File: config.mk
export PLATFORM = sky130hd
export DESIGN_NAME = intr_ctrl_nested
export DESIGN_NICKNAME = d
export VERILOG_FILES = /design/src/rtl/intr_pkg.sv /design/src/rtl/intr_prio_enc.sv /design/src/rtl/intr_ctrl_nested.sv
export SDC_FILE = /design/constraint.sdc
export NUM_CORES = 1
export LEC_CHECK = 0
export ABC_AREA = 1
export CAP_MARGIN = 30
export CORE_ASPECT_RATIO = 0.9
export CORE_UTILIZATION = 44
export CTS_BUF_LIST = sky130_fd_sc_hd__clkbuf_4 sky130_fd_sc_hd__clkbuf_8
export CTS_CLUSTER_SIZE = 14
export DETAILED_ROUTE_END_ITERATION = 12
export PLACE_DENSITY = 0.8
export SKIP_LAST_GASP = 1
export SLEW_MARGIN = 20
export SYNTH_ARGS = -nofsm -noshare
export SYNTH_HDL_FRONTEND = slang
export SYNTH_SLANG_ARGS = --single-unit
File: constraint.sdc
create_clock -name clk -period 3.8 [get_ports clk]
set_clock_uncertainty 0.15 [all_clocks]
set_input_delay 0.57 -clock clk [delete_from_list [all_inputs] [get_ports clk]]
set_output_delay 0.57 -clock clk [all_outputs]
set_load 0.02 [all_outputs]
File: src/rtl/intr_pkg.sv
// Shared defaults and helpers for the nested interrupt controller.
// Imported by the controller top and its priority encoder.
package intr_pkg;

    localparam int unsigned DEF_N_IRQ      = 8;
    localparam int unsigned DEF_NEST_DEPTH = 4;
    localparam logic [15:0] DEF_VEC_BASE   = 16'h0F00;
    localparam logic [15:0] DEF_VEC_STRIDE = 16'h0010;

    // Index width that never collapses to zero bits for tiny counts.
    function automatic int unsigned clog2_min1(input int unsigned value);
        return (value <= 32'd2) ? 32'd1 : $clog2(value);
    endfunction

endpackage

File: src/rtl/intr_prio_enc.sv
// Fixed-priority encoder: the lowest set request index wins.
// Reports whether any request is set plus the winning index.
module intr_prio_enc #(
    parameter int unsigned N  = 8,
    parameter int unsigned IW = 3
) (
    input  logic [N-1:0]  req,
    output logic          valid,
    output logic [IW-1:0] idx
);

    // Scan from the lowest-priority end so the lowest index overwrites last.
    always_comb begin
        valid = 1'b0;
        idx   = {IW{1'b0}};
        for (int i = int'(N) - 1; i >= 0; i--) begin
            if (req[i]) begin
                valid = 1'b1;
                idx   = IW'(i);
            end else begin
                valid = valid;
            end
        end
    end

endmodule

File: src/rtl/intr_ctrl_nested.sv
// Nested interrupt controller: edge-latched requests, mask, fixed priority and an
// in-service stack that only lets strictly higher-priority lines preempt.
module intr_ctrl_nested
    import intr_pkg::*;
#(
    parameter int unsigned N_IRQ            = DEF_N_IRQ,
    parameter int unsigned NEST_DEPTH       = DEF_NEST_DEPTH,
    parameter int unsigned ADDR_W           = 16,
    parameter logic [ADDR_W-1:0] VEC_BASE   = ADDR_W'(DEF_VEC_BASE),
    parameter logic [ADDR_W-1:0] VEC_STRIDE = ADDR_W'(DEF_VEC_STRIDE)
) (
    input  logic                                   clk,
    input  logic                                   reset,
    input  logic [N_IRQ-1:0]                       intr_in,
    input  logic                                   mask_we,
    input  logic [N_IRQ-1:0]                       mask_in,
    input  logic                                   ack,
    input  logic                                   ret,
    output logic                                   irq_req,
    output logic [clog2_min1(N_IRQ)-1:0]           irq_id,
    output logic [ADDR_W-1:0]                      irq_vector,
    output logic [N_IRQ-1:0]                       in_service,
    output logic [clog2_min1(NEST_DEPTH+1)-1:0]    nest_level,
    output logic                                   proto_err
);

    localparam int unsigned ID_W  = clog2_min1(N_IRQ);
    localparam int unsigned LVL_W = clog2_min1(NEST_DEPTH + 1);
    localparam logic [N_IRQ-1:0] ONE_HOT0 = {{(N_IRQ-1){1'b0}}, 1'b1};

    logic [N_IRQ-1:0] sync_r;
    logic [N_IRQ-1:0] prev_r;
    logic [N_IRQ-1:0] pending_r;
    logic [N_IRQ-1:0] mask_r;
    logic [N_IRQ-1:0] in_service_r;
    logic [ID_W-1:0]  stack_r [NEST_DEPTH];
    logic [LVL_W-1:0] nest_level_r;
    logic             proto_err_r;

    logic [N_IRQ-1:0] eligible_s;
    logic [N_IRQ-1:0] edge_s;
    logic [N_IRQ-1:0] push_mask_s;
    logic [N_IRQ-1:0] pop_mask_s;
    logic             win_valid_s;
    logic [ID_W-1:0]  win_idx_s;
    logic [ID_W-1:0]  top_s;
    logic [ID_W-1:0]  id_s;
    logic             stack_empty_s;
    logic             req_s;
    logic             push_s;
    logic             pop_s;
    logic             err_s;

    assign eligible_s = pending_r & mask_r;
    assign edge_s     = sync_r & ~prev_r;

    intr_prio_enc #(
        .N  (N_IRQ),
        .IW (ID_W)
    ) u_prio_enc (
        .req   (eligible_s),
        .valid (win_valid_s),
        .idx   (win_idx_s)
    );

    // Top-of-stack entry, selected by occupancy to avoid out-of-range indexing.
    always_comb begin
        top_s = {ID_W{1'b0}};
        for (int j = 0; j < int'(NEST_DEPTH); j++) begin
            top_s = (nest_level_r == LVL_W'(j + 1)) ? stack_r[j] : top_s;
        end
    end

    // Serviceability, request decode and call/return/error qualification.
    always_comb begin
        stack_empty_s = (nest_level_r == {LVL_W{1'b0}});
        req_s  = win_valid_s && (nest_level_r < LVL_W'(NEST_DEPTH)) &&
                 (stack_empty_s || (win_idx_s < top_s));
        id_s   = req_s ? win_idx_s : {ID_W{1'b0}};
        // Simultaneous ack and ret is an error and neither action is taken.
        err_s  = (ack && ret) || (ack && !req_s) || (ret && stack_empty_s);
        push_s = ack && !ret && req_s;
        pop_s  = ret && !ack && !stack_empty_s;
        push_mask_s = push_s ? (ONE_HOT0 << id_s) : {N_IRQ{1'b0}};
        pop_mask_s  = pop_s ? (ONE_HOT0 << top_s) : {N_IRQ{1'b0}};
    end

    // Two-flop input path feeding the rising-edge detector.
    always_ff @(posedge clk) begin
        if (reset) begin
            sync_r <= {N_IRQ{1'b0}};
            prev_r <= {N_IRQ{1'b0}};
        end else begin
            sync_r <= intr_in;
            prev_r <= sync_r;
        end
    end

    // Pending/mask/in-service bits; a new edge wins over the ack clear of the same line.
    always_ff @(posedge clk) begin
        if (reset) begin
            pending_r    <= {N_IRQ{1'b0}};
            mask_r       <= {N_IRQ{1'b1}};
            in_service_r <= {N_IRQ{1'b0}};
            proto_err_r  <= 1'b0;
        end else begin
            pending_r    <= (pending_r & ~push_mask_s) | edge_s;
            mask_r       <= mask_we ? mask_in : mask_r;
            in_service_r <= (in_service_r | push_mask_s) & ~pop_mask_s;
            proto_err_r  <= proto_err_r | err_s;
        end
    end

    // Nest stack storage and occupancy pointer.
    always_ff @(posedge clk) begin
        if (reset) begin
            nest_level_r <= {LVL_W{1'b0}};
            for (int j = 0; j < int'(NEST_DEPTH); j++) begin
                stack_r[j] <= {ID_W{1'b0}};
            end
        end else begin
            for (int j = 0; j < int'(NEST_DEPTH); j++) begin
                if (push_s && (nest_level_r == LVL_W'(j))) begin
                    stack_r[j] <= id_s;
                end else begin
                    stack_r[j] <= stack_r[j];
                end
            end
            if (push_s) begin
                nest_level_r <= nest_level_r + LVL_W'(1);
            end else if (pop_s) begin
                nest_level_r <= nest_level_r - LVL_W'(1);
            end else begin
                nest_level_r <= nest_level_r;
            end
        end
    end

    assign irq_req    = req_s;
    assign irq_id     = id_s;
    assign irq_vector = VEC_BASE + ADDR_W'(id_s) * VEC_STRIDE;
    assign in_service = in_service_r;
    assign nest_level = nest_level_r;
    assign proto_err  = proto_err_r;

endmodule

==> impl_metrics.ini, run 1 <==
[clock_tree]
ctsHtreeMaxLevel = 2
postCtsHoldBufs = 0
insertion_delay_ps = 320
cts_tree = yes
clkSinkCount = 56
post_cts_buffers = 0
clk_pin_slew_ps = 110
clock-root-buffer = clkbuf_8
cts_made_buffers = 5
clockBufferDepth = 2
cts_resized = 13

[floorplan]
start_util = 0.468
die_h_um = 76.4
placeableCoreArea_um2 = 5790
die_x_um = 84.7
die-area_um2 = 6470
rows = 26
ios = 53

[sta]
slew_viol_final = 0
relSlewSlack = 0.421
fin_crit_sh = 0.931
fin_crit_ps = 3540
tightestPinTransition_ps = 868
hold_violations = 0
whs_ps = 273
rsz0062_at_grt = yes
fmax_mhz = 283
setup_violations = 0

[yosys]
post_synth.cell_area_avg_um2 = 7.48
synth_cell_types = 30
ys_seq_elements = 56
ys_seq_area_frac = 0.458
yosys_warnings = 0
syn_inst = 362
synth_area_um2 = 2710

[place]
gp_congestion = 0.911
numPortBuffers = 39
dpl.cell_count = 462
hpwl_um = 4090

[pwr]
power.leakage_nw = 1.49
ir_drop_mv = 0.239
cellPowerDensity_nw_per_um2 = 492

[route]
first_iter_violations = 170
wire_per_inst_um = 11.6
vias = 2189
post-route-drc-count = 0
vias_per_cell = 4.66
ant_nets = 0
firstDrtPassIters = 6
drt_wl_total_um = 5450

[setup_path]
rr_worst_depth = 15
critPathMaxFanout = 10
startpoint_type = flip-flop
path_class = flip-flop to output port
reg2reg_slack_ps = 720
worstPathArrival_ps = 2820
cp.required_ps = 3080
crit_path_end_kind = output port

[global_route]
grt_use_total = 0.180
grt_pass1_vias = 2012
grt_overflow_total = 0
grt_antenna_before_repair = 0
grt_first_pass_wirelength_um = 9190
grt_max_degree = 31

[flow_run]
drv_cap = 0

[final_layout]
filler_cell_count = 539
final_common_cell = nand2_1
fin_cells = 470
ff_latch_area_um2 = 1250
multi_input_area_um2 = 1140
drive_gt1_frac = 0.113
n_antenna_cell = 0
syn2layout_area_growth_pct = 17.7
nets = 428
final_cell_mix = 87 x nand2_1, 58 x nor2_1, 55 x inv_1

[run_status]
outcome = complete, no violations

[min_path]
holdPathStages = 2
hold_class = flip-flop to flip-flop
-- report_power, final --
| part | internal, mW | switching, mW |
|---|---|---|
| sequential | 0.663 | 0.0294 |
| combinational | 0.191 | 0.359 |
| clock | 0.137 | 0.188 |
| total | 0.991 | 0.577 |
-- metal layers --
metal,up-vias,global-route usage,routed length (um)
met4,0,0.0610,70
met1,968,0.238,2500
met3,7,0.0390,357
met2,62,0.291,2530
met5,-,0,0
li1,1152,-,-
-- critical path, stage by stage (launching register included) --
cell and delay, ps:
dfxtp_4 400, ha_1 160, ha_2 210, inv_2 70, nand3_1 80, o211ai_1 80
o21ai_0 160, inv_1 140, ha_1 290, nand2_1 60, inv_1 40, nand2_1 70
nand2_2 90, nand2_8 110, nand2_2 80, inv_4 110, dlygate4sd2_1 370
-- final timing paths --
kind                                       to           from
worst max-delay path                  irq_req  nest_level[1]
worst min-delay path                prev_r[5]      sync_r[5]
worst max register to register  stack_r[2][2]  nest_level[1]
worst min register to register      prev_r[5]      sync_r[5]
-- cell usage after synthesis (all sizes together) --
master	count	area, um2
ha	8	100
clkinv	1	5.00
o21ai	13	65.1
buf	18	136
edfxtp	12	360
o211ai	3	22.5
nand4	7	56.3
clkbuf	6	22.5
conb	2	7.51
o21bai	1	7.51
nand3	18	103
xor2	1	8.76
nand2	95	390
inv	59	221
a21oi	9	56.3
nor2	61	239
o31ai	1	7.51
dfxtp	44	881
nor3	2	10.0
nand3b	1	7.51
-- through the flow --
step / utilization / power [mW] / TNS [ps] / cell area [um2] / setup slack [ps]
3_3_place_gp: 0.535 / 1.23 / 0 / 3100 / 191
3_5_place_dp: 0.535 / 1.25 / 0 / 3100 / 24.5
2_1_floorplan: - / 1.10 / 0 / 2750 / 438
6_report: 0.551 / 1.57 / 0 / 3190 / 261
4_1_cts: 0.550 / 1.56 / -77.5 / 3180 / -77.5
5_1_grt: 0.551 / 1.67 / -24.9 / 3190 / -24.9
-- registers in the layout, summed over array words and instances (netlist names) --
name and count:
in_service 8, mask_r 8, nest_level 3, pending_r 8
prev_r 8, proto_err 1, stack_r 12, sync_r 8
-- logic make-up (layout without fill, tap and decap cells) --
| logic type | count (synthesis) | count (layout) | synth area share |
|---|---|---|---|
| other cells | 2 | 13 | 0.00277 |
| flops | 56 | 56 | 0.458 |
| compound gates | 27 | 27 | 0.0587 |
| fa+ha+maj | 8 | 8 | 0.0370 |
| simple gates | 184 | 184 | 0.298 |
| buf+inv | 84 | 111 | 0.142 |
| xor+xnor | 1 | 1 | 0.00324 |
-- layout make-up --
class,instances,share of cell area
clock buffer,6,0.0239
clock inverter,2,0.00353
inverter,60,0.0726
multi-input combinational,233,0.359
sequential,56,0.391
tap,70,0.0275
timing repair buffer,43,0.123
Note: power is estimated with default switching activity, not from simulation.
==> run 2: changes to the inputs <==
==> constraint.sdc (replaced) <==
create_clock -name clk -period 3.4 [get_ports clk]
set_clock_uncertainty 0.15 [all_clocks]
set_input_delay 0.51 -clock clk [delete_from_list [all_inputs] [get_ports clk]]
set_output_delay 0.51 -clock clk [all_outputs]
set_load 0.02 [all_outputs]
==> run 2 against run 1 <==
Compared with the run above: routed wire length increased by 12%; combinational power rose by 56%; via count rose by 7.5%; largest cell class unchanged; clock-buffer cell count shrank 1; final cell count rose by 6.2%; sequential share of layout area fell by 3.5 points; register-to-register slack got worse by 550 ps; utilization increased by 5.5 points; clock power grew 18%; die area unchanged; cell area is 10% higher.
==> impl_metrics.ini, run 2 (synthesis gave the netlist of run 1 again) <==
[sta]
fin_crit_sh = 0.971
fmax_mhz = 303
tightestPinTransition_ps = 634
setup_violations = 0
fin_crit_ps = 3300
slew_viol_final = 0
finalSetupTns_ps = 0
relSlewSlack = 0.577
hold_violations = 0

[place]
hpwl_um = 4310
gp_congestion = 0.927
numPortBuffers = 39

[pwr]
clockPowerShare = 0.191
internal-power_mw = 1.27
power.switching_mw = 0.750
switching_share = 0.372
power.leakage_nw = 1.65
cellPowerDensity_nw_per_um2 = 575
pwr-share-comb = 0.425
ir_drop_mv = 0.213
seqPwrFrac = 0.384

[floorplan]
die_h_um = 76.4
rows = 26
ios = 53
start_util = 0.468
die_x_um = 84.7
die-area_um2 = 6470
placeableCoreArea_um2 = 5790

[final_layout]
multi_input_area_um2 = 1190
final_cell_mix = 86 x nand2_1, 58 x nor2_1, 51 x inv_1
regMostFlops = stack_r
nets = 457
post-route-util = 0.605
filler_cell_count = 491
ff_latch_area_um2 = 1250
drive_gt1_frac = 0.189
n_antenna_cell = 0
final_common_cell = nand2_1
largest_reg_flops = 12
syn2layout_area_growth_pct = 29.5

[setup_path]
reg2reg_slack_ps = 170
critPathMaxStageDelay_ps = 390
cp.required_ps = 2740
crit_slowest_cell = dfxtp_4
rr_worst_depth = 16
crit_path_end_kind = output port
r2r_end = stack_r[2][2]
critPathMaxFanout = 5
cp_cell_sequence = ha_1, ha_1, inv_2, nand3_1, o211ai_1, o21ai_1, inv_1, ha_4, nand2_1, inv_1, nand2_1, nand2_2, nand2_8, nand2_4, inv_6, nand2_4, inv_2, buf_6
worstPathArrival_ps = 2640
crit_buf_inv = 6
path_class = flip-flop to output port
startpoint_type = flip-flop
r2r_start = nest_level[1]
cp_top_family = adder cells

[route]
wire_per_inst_um = 12.2
ant_nets = 0
vias_per_cell = 4.72
first_iter_violations = 197
firstDrtPassIters = 6
vias = 2354
post-route-drc-count = 0
drt_wl_total_um = 6080

[global_route]
grt_antenna_before_repair = 0
grt_first_pass_wirelength_um = 9550
grt_use_total = 0.187
grt_pass1_vias = 2131
grt_max_degree = 27
grt_overflow_total = 0

[clock_tree]
clock-root-buffer = clkbuf_8
clkSinkCount = 56
clockBufferDepth = 2
cts_tree = yes
ctsHtreeMaxLevel = 2
insertion_delay_ps = 320
postCtsHoldBufs = 0
clk_pin_slew_ps = 110
cts_made_buffers = 5

[min_path]
holdPathStages = 2
min_to = prev_r[6]
hold_class = flip-flop to flip-flop
min-delay-start = sync_r[6]

[run_status]
outcome = complete, no violations

[flow_run]
drv_cap = 0
==> run 2: cell count changes in the layout (fill, tap and decap cells not counted), sizes merged <==
cell         before  now
inv              60   61
dlygate4sd2       1    0
buf               7   40
clkbuf            9    5
==> run 2: power by group through the flow <==
stage                     Sequential, mW  Clock (mW)  Combinational, mW
final                              0.774       0.385              0.858
after global routing               0.781       0.421              0.929
after CTS                          0.767       0.393              0.689
after detailed placement           0.782           0              0.691
after global placement             0.779           0              0.670
after floorplan                    0.793           0              0.432
==> run 2: layout make-up <==
type                    instances  area share
multi-input cells             233       0.340
repair buffers                 72       0.184
clock inverters                 3     0.00749
clock buffers                   5      0.0196
inverters                      60      0.0675
flip-flops and latches         56       0.356
well taps                      70      0.0250
==> run 2: worst reg2reg max path, delay by kind of cell (launching register included) <==
kind	cells	cell delay, ps
AOI/OAI and AO/OA	3	760
and+or+nand+nor	6	530
adders and majority gates	3	640
buffers and inverters	4	420
DFF	1	390
==> run 2: what timing repair did <==
action                                  4_1_cts  5_1_grt
gates resized for setup                      35       36
endpoints found under the setup margin        7       13
buffers inserted                              2       12
pin swaps                                     1       12
gates cloned                                  0        0
==> run 2: how the worst max path moves through the flow <==
stage | start | end | slack [ps] | cells past startpoint
final | nest_level[1] | irq_id[1] | 100 | 18
after global routing | nest_level[0] | irq_vector[6] | -80 | 18
after CTS | nest_level[0] | irq_vector[4] | -20 | 20
after detailed placement | nest_level[1] | irq_vector[4] | -210 | 17
after global placement | nest_level[1] | irq_req | 2 | 16
after floorplan | nest_level[0] | irq_vector[5] | 100 | 18
==> run 2: layer usage <==
metal	GRT usage	vias to the layer above	wire length [um]
met5	0	-	0
met4	0.0627	0	106
met3	0.0401	14	398
met2	0.304	79	2850
met1	0.246	1051	2730
li1	-	1210	-
==> run 2: metrics by stage <==
step / cell area, um2 / instances / worst slack (ps) / power (mW) / hold slack (ps)
finish: 3510 / 499 / 97.0 / 2.02 / 272
global route: 3510 / 499 / -78.0 / 2.13 / 293
CTS: 3300 / 487 / -15.9 / 1.85 / 278
detailed placement: 3210 / 477 / -208 / 1.47 / 262
global placement: 3210 / 477 / 1.93 / 1.45 / 255
floorplan: 2750 / 373 / 98.0 / 1.22 / 250
==> run 3: changes to the inputs <==
--- a/config.mk
+++ b/config.mk
@@ -13,6 +13,7 @@
 export CTS_CLUSTER_SIZE = 14
 export DETAILED_ROUTE_END_ITERATION = 12
 export PLACE_DENSITY = 0.8
+export REMOVE_ABC_BUFFERS = 1
 export SKIP_LAST_GASP = 1
 export SLEW_MARGIN = 20
 export SYNTH_ARGS = -nofsm -noshare
==> run 3 against run 2 <==
Compared with the run above: die area unchanged; power is 7.5% lower; sequential share of layout area increased by 1.2 points; first-iteration DRC count fell by 38%; cell area decreased by 3.7%; global-route usage down 1.1 points; critical path depth stayed put; hold slack worse by 3.8 ps; largest cell class unchanged; final cell count decreased by 1.8%; register-to-register slack improved by 70 ps.
==> impl_metrics.ini, run 3 (synthesis gave the netlist of run 1 again) <==
[place]
gp_congestion = 0.844
post-place-ws_ps = -134
hpwl_um = 4110
placed_area_um2 = 3220
numPortBuffers = 39

[setup_path]
rr_worst_depth = 16
crit_path_end_kind = output port
r2r_start = nest_level[1]
cp_cell_sequence = ha_1, ha_1, inv_2, nand3_1, o211ai_1, o21ai_1, inv_1, ha_4, nand2_1, inv_1, nand2_1, nand2_2, nand2_8, nand2_2, inv_2, nand2_2, inv_1, buf_4
startpoint_type = flip-flop
crit_buf_inv = 6
crit_slowest_cell = dfxtp_2
cp.required_ps = 2740
critPathMaxFanout = 6
reg2reg_slack_ps = 240
worstPathArrival_ps = 2560
critPathMaxStageDelay_ps = 370
path_class = flip-flop to output port
cp_top_family = adder cells
r2r_end = stack_r[0][2]

[clock_tree]
clock-root-buffer = clkbuf_8
cts_tree = yes
ctsHtreeMaxLevel = 2
clockBufferDepth = 2
clkSinkCount = 56
clk_pin_slew_ps = 90
insertion_delay_ps = 300
cts_made_buffers = 5

[final_layout]
syn2layout_area_growth_pct = 24.7
final_cell_mix = 86 x nand2_1, 58 x nor2_1, 53 x inv_1
largest_reg_flops = 12
drive_gt1_frac = 0.167
final_common_cell = nand2_1
filler_cell_count = 523
regMostFlops = stack_r
n_antenna_cell = 0
fin_area_um2 = 3380
nets = 448

[route]
wire_per_inst_um = 11.0
vias_per_cell = 4.69
wl_met3_um = 281
ant_nets = 0
top_layer_used = met4
vias = 2296
wl_met2_um = 2480
wl_met1_um = 2530
firstDrtPassIters = 7
first_iter_violations = 123
post-route-drc-count = 0
drt_wl_total_um = 5390

[pwr]
power.switching_mw = 0.653
internal-power_mw = 1.21
seqPwrFrac = 0.413
power.leakage_nw = 1.59
cellPowerDensity_nw_per_um2 = 552
pwr-share-comb = 0.393
switching_share = 0.350
clockPowerShare = 0.194
ir_drop_mv = 0.282

[min_path]
min-delay-start = sync_r[0]
holdPathStages = 2
hold_class = flip-flop to flip-flop
min_to = prev_r[0]

[floorplan]
rows = 26
ios = 53
die_x_um = 84.7
placeableCoreArea_um2 = 5790
die_h_um = 76.4
start_util = 0.468
die-area_um2 = 6470

[global_route]
grt_first_pass_wirelength_um = 9090
grt_pass1_vias = 2064
grt_overflow_total = 0
grt_max_degree = 28
grt_antenna_before_repair = 0
grt_use_total = 0.176

[sta]
tightestPinTransition_ps = 599
rsz0062_at_grt = no
setup_violations = 0
fin_crit_ps = 3220
relSlewSlack = 0.598
fin_crit_sh = 0.948
hold_violations = 0
setup_ws_ps = 178
slew_viol_final = 0
fmax_mhz = 310

[run_status]
outcome = complete, no violations

[flow_run]
drv_cap = 0
==> run 3: cell types whose count changed in the layout (fill, tap and decap cells not counted), moves of 2 or more <==
cell / before / now
buf_6: 7 / 2
nand2_4: 4 / 1
inv_4: 2 / 0
nand2_2: 4 / 7
buf_2: 1 / 3
clkinv_2: 1 / 3
inv_1: 51 / 53
inv_6: 3 / 0
dfxtp_4: 2 / 0
dfxtp_2: 0 / 2
buf_4: 32 / 26
==> run 3: what timing repair did <==
item                                    CTS  global route
resized for setup                        30            22
pin swaps                                 0             3
hold buffers                              0             0
setup buffers                             0             4
endpoints found under the setup margin    7            13
==> run 3: worst min-delay path, delay by kind of cell, from the launching register on <==
| kind | cells | cell delay [ps] |
|---|---|---|
| buf+inv | 1 | 40 |
| flops | 1 | 300 |
| simple gates | 1 | 40 |
==> run 3: metal layers <==
layer  global-route usage  up-vias
met2                0.289       79
met5                    0        -
met3               0.0336       11
li1                     -     1191
met1                0.231     1015
met4               0.0593        0
==> run 3: power groups by stage <==
stage | logic [mW] | clock network [mW] | registers, mW
after detailed placement | 0.681 | 0 | 0.782
after CTS | 0.672 | 0.369 | 0.768
after global placement | 0.668 | 0 | 0.780
after floorplan | 0.389 | 0 | 0.798
after global routing | 0.804 | 0.401 | 0.776
final | 0.733 | 0.362 | 0.771
==> run 3: cell type report <==
type                            count  area, um2  share of cell area
Tap cell                           70       87.6              0.0259
Timing Repair Buffer               63        553               0.164
Multi-Input combinational cell    233       1170               0.348
Clock buffer                        6       82.6              0.0245
Clock inverter                      2       10.0             0.00296
Sequential cell                    56       1240               0.368
Inverter                           60        226              0.0671
==> run 3: worst max path at each step <==
stage | startpoint | to | slack (ps) | cells after the start
2_1_floorplan | nest_level[2] | irq_id[1] | 130 | 15
3_3_place_gp | nest_level[1] | irq_id[0] | 3 | 17
3_5_place_dp | nest_level[1] | irq_vector[5] | -130 | 17
4_1_cts | nest_level[0] | irq_req | 40 | 17
5_1_grt | nest_level[1] | irq_id[0] | 30 | 18
6_report | nest_level[1] | irq_vector[4] | 180 | 18
==> run 3: through the flow <==
stage	util	total power, mW	TNS (ps)	std cells	hold WS [ps]
final	0.583	1.86	0	490	268
after global routing	0.583	1.98	0	490	282
after CTS	0.570	1.81	0	486	271
after detailed placement	0.556	1.46	-664	478	257
after global placement	0.556	1.45	0	478	254
after floorplan	-	1.19	0	349	250
